==> config.mk <==
export PLATFORM = sky130hd
export DESIGN_NAME = multi_input_adder_stream_flat
export DESIGN_NICKNAME = d
export VERILOG_FILES = /design/src/rtl/multi_input_adder_stream_if.sv /design/src/rtl/multi_input_adder_stream.sv /design/src/flat_wrapper.sv
export SDC_FILE = /design/constraint.sdc
export NUM_CORES = 1
export LEC_CHECK = 0
export BUFFER_PORTS_ARGS = -buffer_cell sky130_fd_sc_hd__buf_2
export CAP_MARGIN = 20
export CELL_PAD_IN_SITES_DETAIL_PLACEMENT = 1
export CELL_PAD_IN_SITES_GLOBAL_PLACEMENT = 2
export CORE_MARGIN = 5
export CORE_UTILIZATION = 31
export DETAILED_ROUTE_END_ITERATION = 12
export HOLD_SLACK_MARGIN = 0.02
export PLACE_DENSITY = 0.89
export SLEW_MARGIN = 10
export SYNTH_ARGS = -nofsm -noshare
export SYNTH_HDL_FRONTEND = slang
export SYNTH_SLANG_ARGS = --single-unit
==> constraint.sdc <==
create_clock -name i_clk -period 2.75 [get_ports i_clk]
set_input_delay 0.275 -clock i_clk [delete_from_list [all_inputs] [get_ports i_clk]]
set_output_delay 0.275 -clock i_clk [all_outputs]
set_load 0.02 [all_outputs]
==> src/rtl/multi_input_adder_stream_if.sv <==
// Stream bundle for multi_input_adder_stream: lane beats in, frame sums out.
// The slave side is the adder, the master side is whoever drives the lanes
// and consumes the results.
interface multi_input_adder_stream_if #(
  parameter int NUM_INPUT = 8,
  parameter int WIDTH_IN  = 16,
  parameter int WIDTH_OUT = 19
);
  logic                               i_valid;
  logic                               o_ready;
  logic [NUM_INPUT-1:0][WIDTH_IN-1:0] i_data;
  logic                               i_last;
  logic                               o_valid;
  logic                               i_ready;
  logic [WIDTH_OUT-1:0]               o_data;
  logic                               o_overflow;

  modport slave (
    input  i_valid, i_data, i_last, i_ready,
    output o_ready, o_valid, o_data, o_overflow
  );

  modport master (
    output i_valid, i_data, i_last, i_ready,
    input  o_ready, o_valid, o_data, o_overflow
  );
endinterface

==> src/rtl/multi_input_adder_stream.sv <==
// Streaming lane adder: a balanced adder tree with optional register levels,
// followed by a frame accumulator and an output register with saturate/wrap.
// One global clock enable stalls the whole pipe under backpressure, so no beat
// is ever lost or duplicated.
module multi_input_adder_stream #(
  parameter int NUM_INPUT   = 8,
  parameter int WIDTH_IN    = 16,
  parameter int IS_SIGNED   = 1,
  parameter int PIPE_STAGES = 1,
  parameter int ACC_BEATS   = 1,
  parameter int WIDTH_OUT   = WIDTH_IN + $clog2(NUM_INPUT) + $clog2(ACC_BEATS),
  parameter int SATURATE    = 1
) (
  input logic                        i_clk,
  input logic                        i_rst_n,
  multi_input_adder_stream_if.slave  bus
);

  localparam int LEVELS = $clog2(NUM_INPUT);
  localparam int FULL   = WIDTH_IN + LEVELS + $clog2(ACC_BEATS);
  localparam int CNT_W  = (ACC_BEATS > 1) ? $clog2(ACC_BEATS) : 1;

  if (WIDTH_IN <= 0) begin : g_chk_width_in
    $error("multi_input_adder_stream: WIDTH_IN must be positive");
  end
  if (NUM_INPUT < 2) begin : g_chk_num_input
    $error("multi_input_adder_stream: NUM_INPUT must be at least 2");
  end
  if (ACC_BEATS < 1) begin : g_chk_acc_beats
    $error("multi_input_adder_stream: ACC_BEATS must be at least 1");
  end
  if (PIPE_STAGES > LEVELS) begin : g_chk_pipe
    $error("multi_input_adder_stream: PIPE_STAGES exceeds tree depth");
  end
  if (WIDTH_OUT < WIDTH_IN) begin : g_chk_width_out
    $error("multi_input_adder_stream: WIDTH_OUT below WIDTH_IN");
  end

  logic ce;
  logic [FULL-1:0] lvl_data [LEVELS+1][NUM_INPUT];
  logic            lvl_valid [LEVELS+1];
  logic            lvl_last  [LEVELS+1];

  // Everything advances together; reset forces ready low combinationally.
  assign ce          = bus.i_ready | ~bus.o_valid;
  assign bus.o_ready = ce & i_rst_n;

  for (genvar j = 0; j < NUM_INPUT; j++) begin : g_lane
    assign lvl_data[0][j] = {{(FULL-WIDTH_IN){(IS_SIGNED != 0) & bus.i_data[j][WIDTH_IN-1]}},
                             bus.i_data[j]};
  end
  assign lvl_valid[0] = bus.i_valid & bus.o_ready;
  assign lvl_last[0]  = bus.i_last;

  // Level k halves the node count; a register follows level k whenever the
  // running share k*PIPE_STAGES/LEVELS crosses an integer, which spreads the
  // stages evenly and always lands the last one on the final level.
  for (genvar k = 1; k <= LEVELS; k++) begin : g_level
    localparam int N_PREV   = (NUM_INPUT + (1 << (k - 1)) - 1) >> (k - 1);
    localparam int N_CUR    = (N_PREV + 1) / 2;
    localparam bit REG_HERE = ((k * PIPE_STAGES) / LEVELS) != (((k - 1) * PIPE_STAGES) / LEVELS);

    logic [FULL-1:0] sum_c      [N_CUR];
    logic [FULL-1:0] stage_data [N_CUR];
    logic            stage_valid;
    logic            stage_last;

    for (genvar j = 0; j < N_CUR; j++) begin : g_node
      if (2 * j + 1 < N_PREV) begin : g_pair
        assign sum_c[j] = lvl_data[k-1][2*j] + lvl_data[k-1][2*j+1];
      end else begin : g_pass
        assign sum_c[j] = lvl_data[k-1][2*j];
      end
    end

    if (REG_HERE) begin : g_reg
      // Pipeline register for this level, data plus valid/last sideband.
      always_ff @(posedge i_clk or negedge i_rst_n) begin
        if (!i_rst_n) begin
          for (int j = 0; j < N_CUR; j++) stage_data[j] <= '0;
          stage_valid <= 1'b0;
          stage_last  <= 1'b0;
        end else if (ce) begin
          stage_data  <= sum_c;
          stage_valid <= lvl_valid[k-1];
          stage_last  <= lvl_last[k-1];
        end
      end
    end else begin : g_comb
      assign stage_data  = sum_c;
      assign stage_valid = lvl_valid[k-1];
      assign stage_last  = lvl_last[k-1];
    end

    for (genvar j = 0; j < NUM_INPUT; j++) begin : g_out
      if (j < N_CUR) begin : g_used
        assign lvl_data[k][j] = stage_data[j];
      end else begin : g_unused
        assign lvl_data[k][j] = '0;
      end
    end
    assign lvl_valid[k] = stage_valid;
    assign lvl_last[k]  = stage_last;
  end

  logic [FULL-1:0]      tree_out;
  logic                 tree_valid;
  logic                 tree_last;
  logic [FULL-1:0]      acc;
  logic [FULL-1:0]      acc_base;
  logic [FULL-1:0]      sum_s;
  logic [CNT_W-1:0]     cnt;
  logic                 close;
  logic [WIDTH_OUT-1:0] conv_data;
  logic                 conv_ovf;

  assign tree_out   = lvl_data[LEVELS][0];
  assign tree_valid = lvl_valid[LEVELS];
  assign tree_last  = lvl_last[LEVELS];

  // The first beat of a frame starts from zero rather than the stale acc.
  assign acc_base = (cnt == '0) ? '0 : acc;
  assign sum_s    = acc_base + tree_out;
  assign close    = tree_valid & ((cnt == CNT_W'(ACC_BEATS - 1)) | tree_last);

  if (WIDTH_OUT >= FULL) begin : g_wide
    logic ext_bit;
    assign ext_bit   = (IS_SIGNED != 0) & sum_s[FULL-1];
    assign conv_data = WIDTH_OUT'($signed({ext_bit, sum_s}));
    assign conv_ovf  = 1'b0;
  end else begin : g_narrow
    logic                 in_range;
    logic [WIDTH_OUT-1:0] sat_val;
    if (IS_SIGNED != 0) begin : g_signed
      assign in_range = (&sum_s[FULL-1:WIDTH_OUT-1]) | ~(|sum_s[FULL-1:WIDTH_OUT-1]);
      assign sat_val  = sum_s[FULL-1] ? {1'b1, {(WIDTH_OUT-1){1'b0}}}
                                      : {1'b0, {(WIDTH_OUT-1){1'b1}}};
    end else begin : g_unsigned
      assign in_range = ~(|sum_s[FULL-1:WIDTH_OUT]);
      assign sat_val  = '1;
    end
    assign conv_data = ((SATURATE != 0) && !in_range) ? sat_val : sum_s[WIDTH_OUT-1:0];
    assign conv_ovf  = ~in_range;
  end

  // Frame accumulator: keep partial sums until the count or i_last closes.
  always_ff @(posedge i_clk or negedge i_rst_n) begin
    if (!i_rst_n) begin
      acc <= '0;
      cnt <= '0;
    end else if (ce && tree_valid) begin
      if (close) begin
        cnt <= '0;
      end else begin
        acc <= sum_s;
        cnt <= cnt + 1'b1;
      end
    end
  end

  // Output register: load on frame close, otherwise the result is consumed.
  always_ff @(posedge i_clk or negedge i_rst_n) begin
    if (!i_rst_n) begin
      bus.o_data     <= '0;
      bus.o_valid    <= 1'b0;
      bus.o_overflow <= 1'b0;
    end else if (ce) begin
      if (close) begin
        bus.o_data     <= conv_data;
        bus.o_valid    <= 1'b1;
        bus.o_overflow <= conv_ovf;
      end else begin
        bus.o_valid    <= 1'b0;
        bus.o_overflow <= 1'b0;
      end
    end
  end

endmodule

==> src/flat_wrapper.sv <==
// flat-port wrapper written by rule: the top's interface ports become plain ports
module multi_input_adder_stream_flat 
#(
  parameter int NUM_INPUT   = 8,
  parameter int WIDTH_IN    = 16,
  parameter int IS_SIGNED   = 1,
  parameter int PIPE_STAGES = 1,
  parameter int ACC_BEATS   = 1,
  parameter int WIDTH_OUT   = WIDTH_IN + $clog2(NUM_INPUT) + $clog2(ACC_BEATS),
  parameter int SATURATE    = 1
)
  (i_clk, i_rst_n, bus_i_valid, bus_i_data, bus_i_last, bus_i_ready, bus_o_ready, bus_o_valid, bus_o_data, bus_o_overflow);
  multi_input_adder_stream_if #(.NUM_INPUT(NUM_INPUT), .WIDTH_IN(WIDTH_IN), .WIDTH_OUT(WIDTH_OUT)) bus_i ();
  input logic i_clk;
  input logic i_rst_n;
  input wire logic [$bits(bus_i.i_valid)-1:0] bus_i_valid;
  input wire logic [$bits(bus_i.i_data)-1:0] bus_i_data;
  input wire logic [$bits(bus_i.i_last)-1:0] bus_i_last;
  input wire logic [$bits(bus_i.i_ready)-1:0] bus_i_ready;
  output wire logic [$bits(bus_i.o_ready)-1:0] bus_o_ready;
  output wire logic [$bits(bus_i.o_valid)-1:0] bus_o_valid;
  output wire logic [$bits(bus_i.o_data)-1:0] bus_o_data;
  output wire logic [$bits(bus_i.o_overflow)-1:0] bus_o_overflow;
  assign bus_i.i_valid = bus_i_valid;
  assign bus_i.i_data = bus_i_data;
  assign bus_i.i_last = bus_i_last;
  assign bus_i.i_ready = bus_i_ready;
  assign bus_o_ready = bus_i.o_ready;
  assign bus_o_valid = bus_i.o_valid;
  assign bus_o_data = bus_i.o_data;
  assign bus_o_overflow = bus_i.o_overflow;
  multi_input_adder_stream #(.NUM_INPUT(NUM_INPUT), .WIDTH_IN(WIDTH_IN), .IS_SIGNED(IS_SIGNED), .PIPE_STAGES(PIPE_STAGES), .ACC_BEATS(ACC_BEATS), .WIDTH_OUT(WIDTH_OUT), .SATURATE(SATURATE)) u_core (.i_clk(i_clk), .i_rst_n(i_rst_n), .bus(bus_i));
endmodule
Yosys cells after proc, flatten, opt, wreduce, memory -nomap -nowiden
Cells that the tools add are included.
{ "op_classes": {"n_mux": 3, "add_sub_neg": 9, "reduce_logical": 3, "bitwise": 8} }
{ "ops": {"columns": ["op", "n"], "rows": [
  ["adder 19 bit", 4],
  ["adder 16 x 16 -> 17 bit", 4],
  ["2-to-1 mux 19 bit", 1],
  ["AND reduction 2 bit", 2],
  ["AND 1 bit", 3],
  ["inverter 1 bit", 3],
  ["2-to-1 mux 1 bit", 2],
  ["bitwise OR 1 bit", 2],
  ["adder 1 bit, second input constant", 1],
  ["logical AND 1 bit", 1]
]} }
{ "word_totals": {"out_inout_bits": 22, "regBits": 61, "in_bits": 133, "word_cells": 30} }

Logic depth before layout (Yosys ltp)
Gate-level depths: netlist (run 1).
{ "depth": {"depth_word": 5, "ltp_mapped": 22} }

Worst setup path before layout (run 1)
OpenSTA, ideal clock, no wires.
{ "synth_timing": {"kind": "in2reg", "startpoint": "in bus_i_data[96]", "endpoint": "reg u_core.g_level[3].stage_data[17] (netlist bit)", "setup_ps": 125, "required_time_ps": 2625, "cell_stages": 22, "arrival_time_ps": 4640, "setup_slack_ps": -2015, "path_cell_list": "ha_1 -> inv_1 -> fa_1 -> nor2b_1 -> o21a_1 -> o21ai_1 -> a21oi_1 -> a21o_1 -> nor3_1 -> a311o_1 -> fa_1 -> inv_1 -> fa_1 -> inv_1 -> ha_1 -> a21o_1 -> and3_1 -> o21ai_1 -> nand3_1 -> a31oi_1 -> xnor2_1 -> mux2_2"} }
{ "synth_between": {"elab_chain_cells": 3} }
{ "synth_rtl": {"columns": ["item", "line", "rtl"], "rows": [
  ["start, declared", "flat_wrapper.sv:17", "input wire logic [$bits(bus_i.i_data)-1:0] bus_i_data;"],
  ["adder 16 x 16 -> 17 bit", "multi_input_adder_stream.sv:70", "assign sum_c[j] = lvl_data[k-1][2*j] + lvl_data[k-1][2*j+1];"],
  ["adder 19 bit (2 in a row)", "multi_input_adder_stream.sv:70", null],
  ["end signal, assigned", "multi_input_adder_stream.sv:84", "stage_data <= sum_c;"],
  ["end, declared", "multi_input_adder_stream.sv:64", "logic [FULL-1:0] stage_data [N_CUR];"]
]} }
No other way between the ends.
A chain may end at the register's enable or synchronous reset.

Final worst setup path (run 1)
{ "layout_timing": {"startpoint": "in bus_i_data[32]", "endpoint": "reg u_core.g_level[3].stage_data[17] (netlist bit)"} }
The elaborated chain is that of the path after synthesis.

==> results of run 1 <==
==> layer usage <==
metal / part of all wire / track usage
met5: 0 / 0
met4: 0.029 / 0.0540
met3: 0.028 / 0.0229
met2: 0.52 / 0.346
met1: 0.42 / 0.223
==> sequential cells by signal, indices dropped and copies added, names as in the netlist <==
name and count:
u_core.bus.o_valid 1, u_core.acc 19, u_core.cnt 1, u_core.g_level.stage_data 19
u_core.g_level.stage_valid 1, u_core.g_level.stage_last 1, u_core.bus.o_data 19
==> repair_timing <==
action,CTS,global route
pin swaps,74,67
resized for setup,81,62
buffers inserted,16,14
endpoints found under the setup margin,27,32
==> layout make-up <==
type / count / area [sq um]
Clock inverter: 4 / 70.1
Inverter: 84 / 317
Clock buffer: 12 / 256
Multi-Input combinational cell: 732 / 6610
Timing Repair Buffer: 376 / 2530
Fill cell: 2895 / 12600
Sequential cell: 61 / 1530
Tap cell: 324 / 405
==> worst max-delay path by stage <==
stage | startpoint | endpoint
global route | bus_i_data[32] | u_core.g_level[3].stage_data[15]$_DFFE_PN0N_
floorplan | bus_i_data[32] | u_core.g_level[3].stage_data[17]$_DFFE_PN0N_
detailed placement | bus_i_data[33] | u_core.g_level[3].stage_data[16]$_DFFE_PN0N_
finish | bus_i_data[32] | u_core.g_level[3].stage_data[17]$_DFFE_PN0N_
global placement | bus_i_data[33] | u_core.g_level[3].stage_data[17]$_DFFE_PN0N_
CTS | bus_i_data[96] | u_core.g_level[3].stage_data[17]$_DFFE_PN0N_
==> through the flow <==
stage	instances	worst slack (ps)	hold slack (ps)	cell area (sq um)
finish	1593	-1520	52.4	11700
global route	1593	-1710	82.9	11700
floorplan	891	-1590	-20.6	7880
global placement	1554	-1940	423	10500
CTS	1582	-1500	77.0	11300
detailed placement	1554	-2180	427	10500
==> layout by cell type, fill, tap and decap left out, drive strengths merged, types with 16 or more instances in the layout <==
cell type and instances:
xor2 36, fa 40, and2 21, mux2 22, a21oi 81, ha 100, nor2 54, dfrtp 61
o21a 16, nand2 76, o21ai 47, buf 376, nor3 19, inv 82, xnor2 44, nand3 18
a21o 25
==> power groups by stage <==
stage / clock [uW] / combinational, uW / sequential [uW]
3_3_place_gp: 0 / 7980 / 1440
4_1_cts: 1250 / 9670 / 1440
5_1_grt: 1290 / 11800 / 1480
3_5_place_dp: 0 / 8370 / 1450
6_report: 1220 / 10800 / 1440
2_1_floorplan: 0 / 5130 / 1570
==> cell families (layout without fill, tap and decap cells) <==
family	Yosys count	in the layout	share of synthesized area
fa+ha+maj	140	140	0.268
simple gates	243	243	0.152
xor+xnor	80	80	0.0915
other cells	1	1	0.000490
buf+inv	98	476	0.0489
mux	23	23	0.0337
flops	61	61	0.199
compound gates	245	245	0.206
==> impl_results.md, run 1 <==
* Outcome: finished with violations
* Failing checks: setup timing
* Placer congestion estimate at 0.903
* Int Pwr at 7560 uW
* Switching pwr at around 5900 uW
* Drt via density at 4.98
* Fin worst setup slack at -1520 ps
* Syn nets at 1164
* Design Power at 13400 uW
* Leak at 0.00579 uW
* Clock Latency Late Sink at 330 ps
* Worst r2r path cells at 10
* DR WL/cell at roughly 17 um
* Reg2reg setup slack at 80 ps
* CP top delay family: adder cells
* Chip Width at 167 um
* Area grow syn2layout at 53.0%
* Yosys top cell area share at 0.199
* Switch share at 0.437
* Normalized max-slew margin at 0.585
* Layout cells sized above 1 at 0.443
* Post-synthesis sequential area ratio at 0.199
* Mapped Area at ~7700 sq um
* CP bufs+invs at 3
* # Max-Cap Violations at 0
* Final WL at 27.4 mm
* Vias post-DR at 7932
* Hold WC Path Type: in -> async
* Post-synth EDFFs at 0
* Most instantiated cells after synthesis: ha_1 (100), inv_1 (82), a21oi_1 (81), nand2_1 (76), dfrtp_1 (61)
* WS Path Type: in -> reg
* GRT Total Usage at 0.185
* IO Port Bufs at 153
* Total clock buffers created by CTS at 9
* Worst path depth at 22
* DRT Pass-1 Iters at 4
* Root Driver: clkbuf_16
* Synth top area cells: dfrtp_1 (20%), ha_1 (16%), fa_1 (10%), a21oi_1 (5.3%), xnor2_1 (5.0%)
* Post-detail-place hpwl at approximately 22 mm
* Final Max Slew Viols at 0
* Slowest CP cell: fa_1
* Fmax at 0.234 GHz
* Total Die Area at 27900 sq um
* Final hold violations at 0
* Initial Util at 0.315
* Initial antenna violation count at 0
* IO Pins at 155
* Synth cell types at 67
* Initial DRC Count at between 200 and 250
* Reg-to-Reg End: u_core.acc[17]$_DFFE_PN0P_
* Avg Cell Area, Syn at 8.59 sq um
* Combinational Power Share at 0.802
* Number of global-route vias before repair at between 8k and 9k
* Setup TNS after final layout at -17900 ps
* Die height at roughly 170 um
* #FFs+latches synth at 61
* Sink Count at 61
* Count leader, synth: ha_1
* Primary FF master, synth: dfrtp_1
* Reg2reg start: u_core.cnt$_DFFE_PN0P_
* First-pass GRT wire length at approximately 43 mm
* Hold_buf cts at 0
* CP Cell Sequence: buf_6 > ha_4 > fa_2 > a21o_1 > a21oi_4 > o21ai_2 > a31oi_2 > o21bai_2 > a21oi_2 > xnor2_1 > fa_1 > inv_2 > fa_1 > inv_2 > ha_4 > a21o_1 > and3_4 > o21ai_4 > nand3_1 > a31oi_2 > xnor2_1 > mux2_4
* Crit-path max cell delay at 570 ps
* CTS tree: yes
* Worst Path Max Fanout at 3
* Pin count of the biggest net entering global routing at 37
* # H-tree levels at 3
* Critical path startpoint category: input pin
* Antenna Violating Nets Remaining at 0
* Global route overflow at 0
* Tmin final at between 4000 and 5000 ps
* Peak supply drop at 629 uV
* # nets final at 1537
* # DRC at 0
* Final Util at 0.482
* Synth async-reset ratio at 1.00
* Final setup fails at 17
* Core ar. at 24300 sq um
* Final Cycle Share at 1.55
* Worst Setup End Kind: flop
* Slew @ Worst Pin at 617 ps
* RSZ-0062 raised after global routing: true
* Worst EP required at ~3000 ps
* Synth area leader: dfrtp_1
* Clock share of power at 0.091
* Clk pin slew, worst setup/hold paths at 50 ps
* Skew final at 3.71 ps
* Power density over the cells at between 1000 and 1500 nW/um^2
* Antenna cells at 0
* Synth warn at 0
* FP Rows at 57
* Worst EP arrival at between 4000 and 5000 ps
* Sequential share of power at 0.107
* Synth Instances at 891
* Clock buffer depth at 2
Power figures use the tool's default switching activity.
==> inputs of run 2 (changes only) <==
--- a/config.mk
+++ b/config.mk
@@ -14,6 +14,8 @@
 export DETAILED_ROUTE_END_ITERATION = 12
 export HOLD_SLACK_MARGIN = 0.02
 export PLACE_DENSITY = 0.89
+export REMOVE_ABC_BUFFERS = 1
+export SKIP_LAST_GASP = 1
 export SLEW_MARGIN = 10
 export SYNTH_ARGS = -nofsm -noshare
 export SYNTH_HDL_FRONTEND = slang
==> run 2 against run 1 <==
Against the previous run:
- the flow still finishes with violations (setup timing)
- final area decreased by 0.74%
- fmax decreased by 1.4%
- worst setup slack got worse by 62 ps
- critical endpoint is now u_core.g_level[3].stage_data[18]$_DFFE_PN0N_
==> impl_results.md, run 2 (synthesis gave the netlist of run 1 again) <==
* Outcome: finished with violations
* Failing checks: setup timing
* Initial DRC Count at between 200 and 250
* Commonest non-fill, non-tap cells in the layout: buf_4 (200), buf_2 (147), ha_1 (76)
* Sink Count at 61
* Layout cells sized above 1 at 0.433
* CP Capture Point: u_core.g_level[3].stage_data[18]$_DFFE_PN0N_
* Min Hold Slack at 154 ps
* Total Die Area at 27900 sq um
* Clk pin slew, worst setup/hold paths at 50 ps
* # DRC at 0
* Slowest CP cell: fa_1
* Initial Util at 0.315
* Post-detail-place hpwl at 20.6 mm
* Chip Width at 167 um
* IO Pins at about 160
* Die height at 167 um
* Sequential share of power at 0.109
* Peak supply drop at 574 uV
* CP bufs+invs at 3
* Worst Setup End Kind: flop
* Crit. Startpoint: bus_i_data[32]
* Skew final at 5.14 ps
* CTS tree: yes
* Normalized max-slew margin at 0.550
* # Max-Cap Violations at 0
* Tmin final at 4330 ps
* Vias post-DR at 7903
* FP Rows at 57
* Reg-to-Reg End: u_core.bus.o_data[16]$_DFFE_PN0P_
* Fmax at between 0.2 and 0.25 GHz
* Clock Latency Late Sink at 330 ps
* Final hold violations at 0
* Pin count of the biggest net entering global routing at 30
* Initial antenna violation count at 0
* Placer congestion estimate at about 0.86
* RSZ-0062 raised after global routing: true
* Worst path depth at 21
* CP top delay family: adder cells
* Power density over the cells at 1130 nW/um^2
* Critical path startpoint category: input pin
* Int Pwr at 7380 uW
* Root Driver: clkbuf_16
* Setup TNS after final layout at -19250 ps
* Worst r2r path cells at 12
* CP Cell Sequence: buf_8 > ha_4 > fa_2 > a21o_1 > a21oi_2 > o21ai_2 > a31oi_2 > o21bai_1 > a21oi_1 > xnor2_1 > fa_1 > inv_2 > fa_1 > inv_2 > ha_4 > a21o_1 > and3_4 > nor2_1 > o2111ai_2 > o31a_1 > nor3b_1
* Clock share of power at 0.084
* First-pass GRT wire length at 42.6 mm
* Slew @ Worst Pin at slightly below 700 ps
* Fin worst setup slack at -1580 ps
* Clock buffer depth at 2
* Number of global-route vias before repair at 8941
* Hold WC Path Type: in -> reg
* Worst EP arrival at 4550 ps
* Final setup fails at 17
* WS Path Type: in -> reg
* Most common cell after layout, fill and taps aside: buf_4
* # nets final at 1528
* Final Max Slew Viols at 0
* Worst Path Max Fanout at 3
* Reg2reg start: u_core.cnt$_DFFE_PN0P_
* Reg2reg setup slack at 90 ps
* Combinational Power Share at 0.808
* Final Cycle Share at 1.58
* Crit-path max cell delay at 550 ps
* Final WL at 26.7 mm
* IO Port Bufs at 153
* Worst EP required at 2970 ps
* Antenna Violating Nets Remaining at 0
* Core ar. at approximately 24000 sq um
* Leak at 0.00573 uW
* Switching pwr at 5800 uW
* DR WL/cell at 16.8 um
* Total clock buffers created by CTS at 9
* Global route overflow at 0
* Area grow syn2layout at 51.9%
* Switch share at 0.440
* Antenna cells at 0
* Drt via density at 4.99
* # H-tree levels at 3
* GRT Total Usage at 0.182
* DRT Pass-1 Iters at 6
* Largest registers: u_core.acc x19, u_core.bus.o_data x19, u_core.g_level.stage_data x19
## run 2: routing by layer
metal	global-route usage	share of wire
met1	0.208	0.42
met2	0.339	0.51
met3	0.0321	0.039
met4	0.0635	0.028
met5	0	0
## run 2: worst min-delay path by stage
stage / to / cells after the start / slack [ps] / startpoint
floorplan: u_core.acc[0]$_DFFE_PN0P_ / 0 / -20 / i_rst_n
global placement: u_core.bus.o_data[1]$_DFFE_PN0P_ / 1 / 130 / i_rst_n
detailed placement: u_core.bus.o_data[1]$_DFFE_PN0P_ / 1 / 130 / i_rst_n
CTS: u_core.g_level[3].stage_last$_DFFE_PN0N_ / 3 / 150 / bus_i_last
global route: u_core.g_level[3].stage_last$_DFFE_PN0N_ / 3 / 170 / bus_i_last
finish: u_core.g_level[3].stage_last$_DFFE_PN0N_ / 3 / 150 / bus_i_last
## run 2: stage by stage
stage,worst slack [ps],instance area [sq um],util,total power (uW),instances
floorplan,-2020,7600,-,6160,877
global placement,-2190,10100,0.416,8790,1535
detailed placement,-2300,10100,0.416,9060,1535
CTS,-1470,11200,0.461,11800,1573
global route,-1780,11600,0.478,14200,1584
finish,-1580,11600,0.478,13200,1584
## run 2: power by group through the flow
stage | logic (uW) | registers [uW] | clock network, uW
6_report | 10600 | 1430 | 1110
4_1_cts | 9260 | 1430 | 1130
5_1_grt | 11600 | 1470 | 1170
3_3_place_gp | 7360 | 1430 | 0
3_5_place_dp | 7620 | 1440 | 0
2_1_floorplan | 4590 | 1570 | 0
## run 2: layout make-up
cell class	count	area, sq um
timing repair buffer	367	2480
clock inverter	5	50.0
tap	324	405
multi-input combinational	732	6600
fill	2859	12700
inverter	84	319
clock buffer	11	243
sequential	61	1530
## run 2: repair_timing
item / 4_1_cts / 5_1_grt
resized for setup: 117 / 69
hold endpoints to repair: 6 / 0
buffers inserted: 23 / 14
hold buffers: 1 / 0
pin swaps: 91 / 54
endpoints found under the setup margin: 29 / 32
cloned: 0 / 0
## run 2: worst register-to-register path: stages, from the launching register on
cell and delay (ps):
dfrtp_2 390, and2_1 140, ha_2 230, inv_1 70
fa_2 370, nor2b_2 170, o2111ai_2 180, nand3_2 130
buf_4 130, a31oi_4 90, o21ai_1 200, xor2_1 290
mux2_2 210
==> inputs of run 3 (changes only) <==
==> constraint.sdc (replaced) <==
create_clock -name i_clk -period 2.75 [get_ports i_clk]
set_input_delay 0.4125 -clock i_clk [delete_from_list [all_inputs] [get_ports i_clk]]
set_output_delay 0.4125 -clock i_clk [all_outputs]
set_load 0.02 [all_outputs]
==> run 3 against run 2 <==
Against the previous run:
- the flow still finishes with violations (setup timing)
- register-to-register slack lost 20 ps
- routed wire length grew 0.52%
- final area shrank 1.2%
- critical path type unchanged
- core utilization shrank 0.58 points
- combinational power is essentially flat
- largest power group unchanged
- highest routed layer unchanged
- via count shrank 0.57%
==> impl_results.md, run 3 (synthesis gave the netlist of run 1 again) <==
* First-pass GRT wire length at 42.0 mm
* Number of global-route vias before repair at 8755
* Drt via density at between 4 and 5
* Final Cycle Share at 1.61
* Worst EP required at 2950 ps
* Root Driver: clkbuf_16
* Outcome: finished with violations
* # Max-Cap Violations at 0
* Vias post-DR at 7858
* Core ar. at 24300 sq um
* DP Worst Slack at -2480 ps
* Final Max Slew Viols at 0
* # nets final at 1529
* Die height at 167 um
* Global route overflow at 0
* Clk pin slew, worst setup/hold paths at 50 ps
* DRT Pass-1 Iters at 5
* Placer congestion estimate at 0.881
* Met3 wire length at 884 um
* Largest registers: u_core.acc x19, u_core.bus.o_data x19, u_core.g_level.stage_data x19
* RSZ-0062 raised after global routing: true
* Post-detail-place hpwl at 20.6 mm
* Total Die Area at ~28000 sq um
* IO Port Bufs at around 150
* Failing checks: setup timing
* Worst EP arrival at 4630 ps
* Initial antenna violation count at 0
* Leak at 0.00568 uW
* Final hold violations at 0
* Area grow syn2layout at 50.0%
* IO Pins at 155
* Hold WC Path Type: in -> reg
* M1 WL at approximately 11 mm
* Tmin final at ~4400 ps
* GRT Total Usage at 0.180
* Final setup fails at 17
* Critical path startpoint category: input pin
* Sink Count at 61
* Total clock buffers created by CTS at 9
* Met2 wire len at 14.0 mm
* CTS tree: yes
* Most common cell after layout, fill and taps aside: buf_4
* # H-tree levels at 3
* Highest Signal Layer: met4
* Initial DRC Count at 214
* Antenna cells at 0
* Slew @ Worst Pin at 566 ps
* Final Util at 0.472
* Antenna Violating Nets Remaining at 0
* Power density over the cells at 1160 nW/um^2
* Normalized max-slew margin at 0.621
* Initial Util at 0.315
* WS Path Type: in -> reg
* Worst Setup End Kind: flop
* DR WL/cell at 16.9 um
* Pin count of the biggest net entering global routing at 31
* Fmax at roughly 0.23 GHz
* Skew final at about 5.4 ps
* Final WL at 26.8 mm
* Chip Width at 167 um
* Commonest non-fill, non-tap cells in the layout: buf_4 (208), buf_2 (147), ha_1 (80)
* Min Hold Slack at 284 ps
* Peak supply drop at 578 uV
* FP Rows at 57
* Layout cells sized above 1 at 0.426
* Clock Latency Late Sink at roughly 330 ps
* Clock buffer depth at 2
* Worst Path Max Fanout at 3
* Fin worst setup slack at -1680 ps
* # DRC at 0
## run 3: changes by cell type in the layout (fill, tap and decap cells not counted), sizes merged
cell | before | now
clkbuf | 11 | 14
clkinv | 6 | 3
buf | 366 | 367
bufinv | 1 | 0
## run 3: power breakdown
group | total, uW | switching [uW] | internal, uW
sequential | 1430 | 178 | 1250
combinational | 10800 | 5320 | 5500
clock | 1050 | 371 | 676
## run 3: per-layer routing
metal  track usage  vias up
li1              -     3858
met5             0        -
met3        0.0233       46
met4        0.0462        0
met2         0.346      176
met1         0.210     3778
## run 3: area by class of cell
type	count	area, sq um
Timing Repair Buffer	368	2450
Tap cell	324	405
Inverter	84	317
Fill cell	2892	12800
Clock buffer	14	274
Multi-Input combinational cell	732	6510
Sequential cell	61	1530
Clock inverter	1	5.00
## run 3: repair_timing
item	4_1_cts	5_1_grt
hold buffers	1	0
buffers inserted	24	14
pin swaps	115	67
endpoints found under the setup margin	23	33
gates resized for setup	118	45
endpoints found under the hold margin	3	0
gates cloned	0	0
## run 3: critical path, stage by stage
cell and delay [ps]:
buf_2 100, ha_1 310, nor2b_1 140, o21a_1 190, o21ai_2 170, a21oi_2 90, a21o_1 210, buf_4 140
a311o_1 300, fa_1 540, inv_1 50, fa_1 510, inv_2 50, ha_4 210, a21o_1 210, and3_4 180
o21ai_4 160, buf_6 130, nand3b_1 110, a21oi_2 180, xor2_1 170, a21oi_1 80
## run 3: stage by stage
stage,power [uW],setup TNS (ps),area [sq um],std cells
after floorplan,6160,-23160,7600,877
after global placement,8800,-29250,10100,1535
after detailed placement,9120,-31470,10100,1535
after CTS,12000,-19730,11200,1572
after global routing,14300,-24350,11500,1584
final,13300,-21590,11500,1584
## run 3: worst paths after layout
kind	endpoint	slack (ps)	startpoint	cells after the start
min in group asynchronous	u_core.bus.o_data[1]$_DFFE_PN0P_	430	i_rst_n	2
setup / recovery	u_core.g_level[3].stage_data[15]$_DFFE_PN0N_	-1680	bus_i_data[98]	22
max in group asynchronous	u_core.cnt$_DFFE_PN0P_	1710	i_rst_n	3
hold reg to reg	u_core.acc[0]$_DFFE_PN0P_	460	u_core.acc[0]$_DFFE_PN0P_	2
hold / removal	u_core.g_level[3].stage_last$_DFFE_PN0N_	280	bus_i_last	3
setup reg to reg	u_core.acc[17]$_DFFE_PN0P_	70	u_core.cnt$_DFFE_PN0P_	11
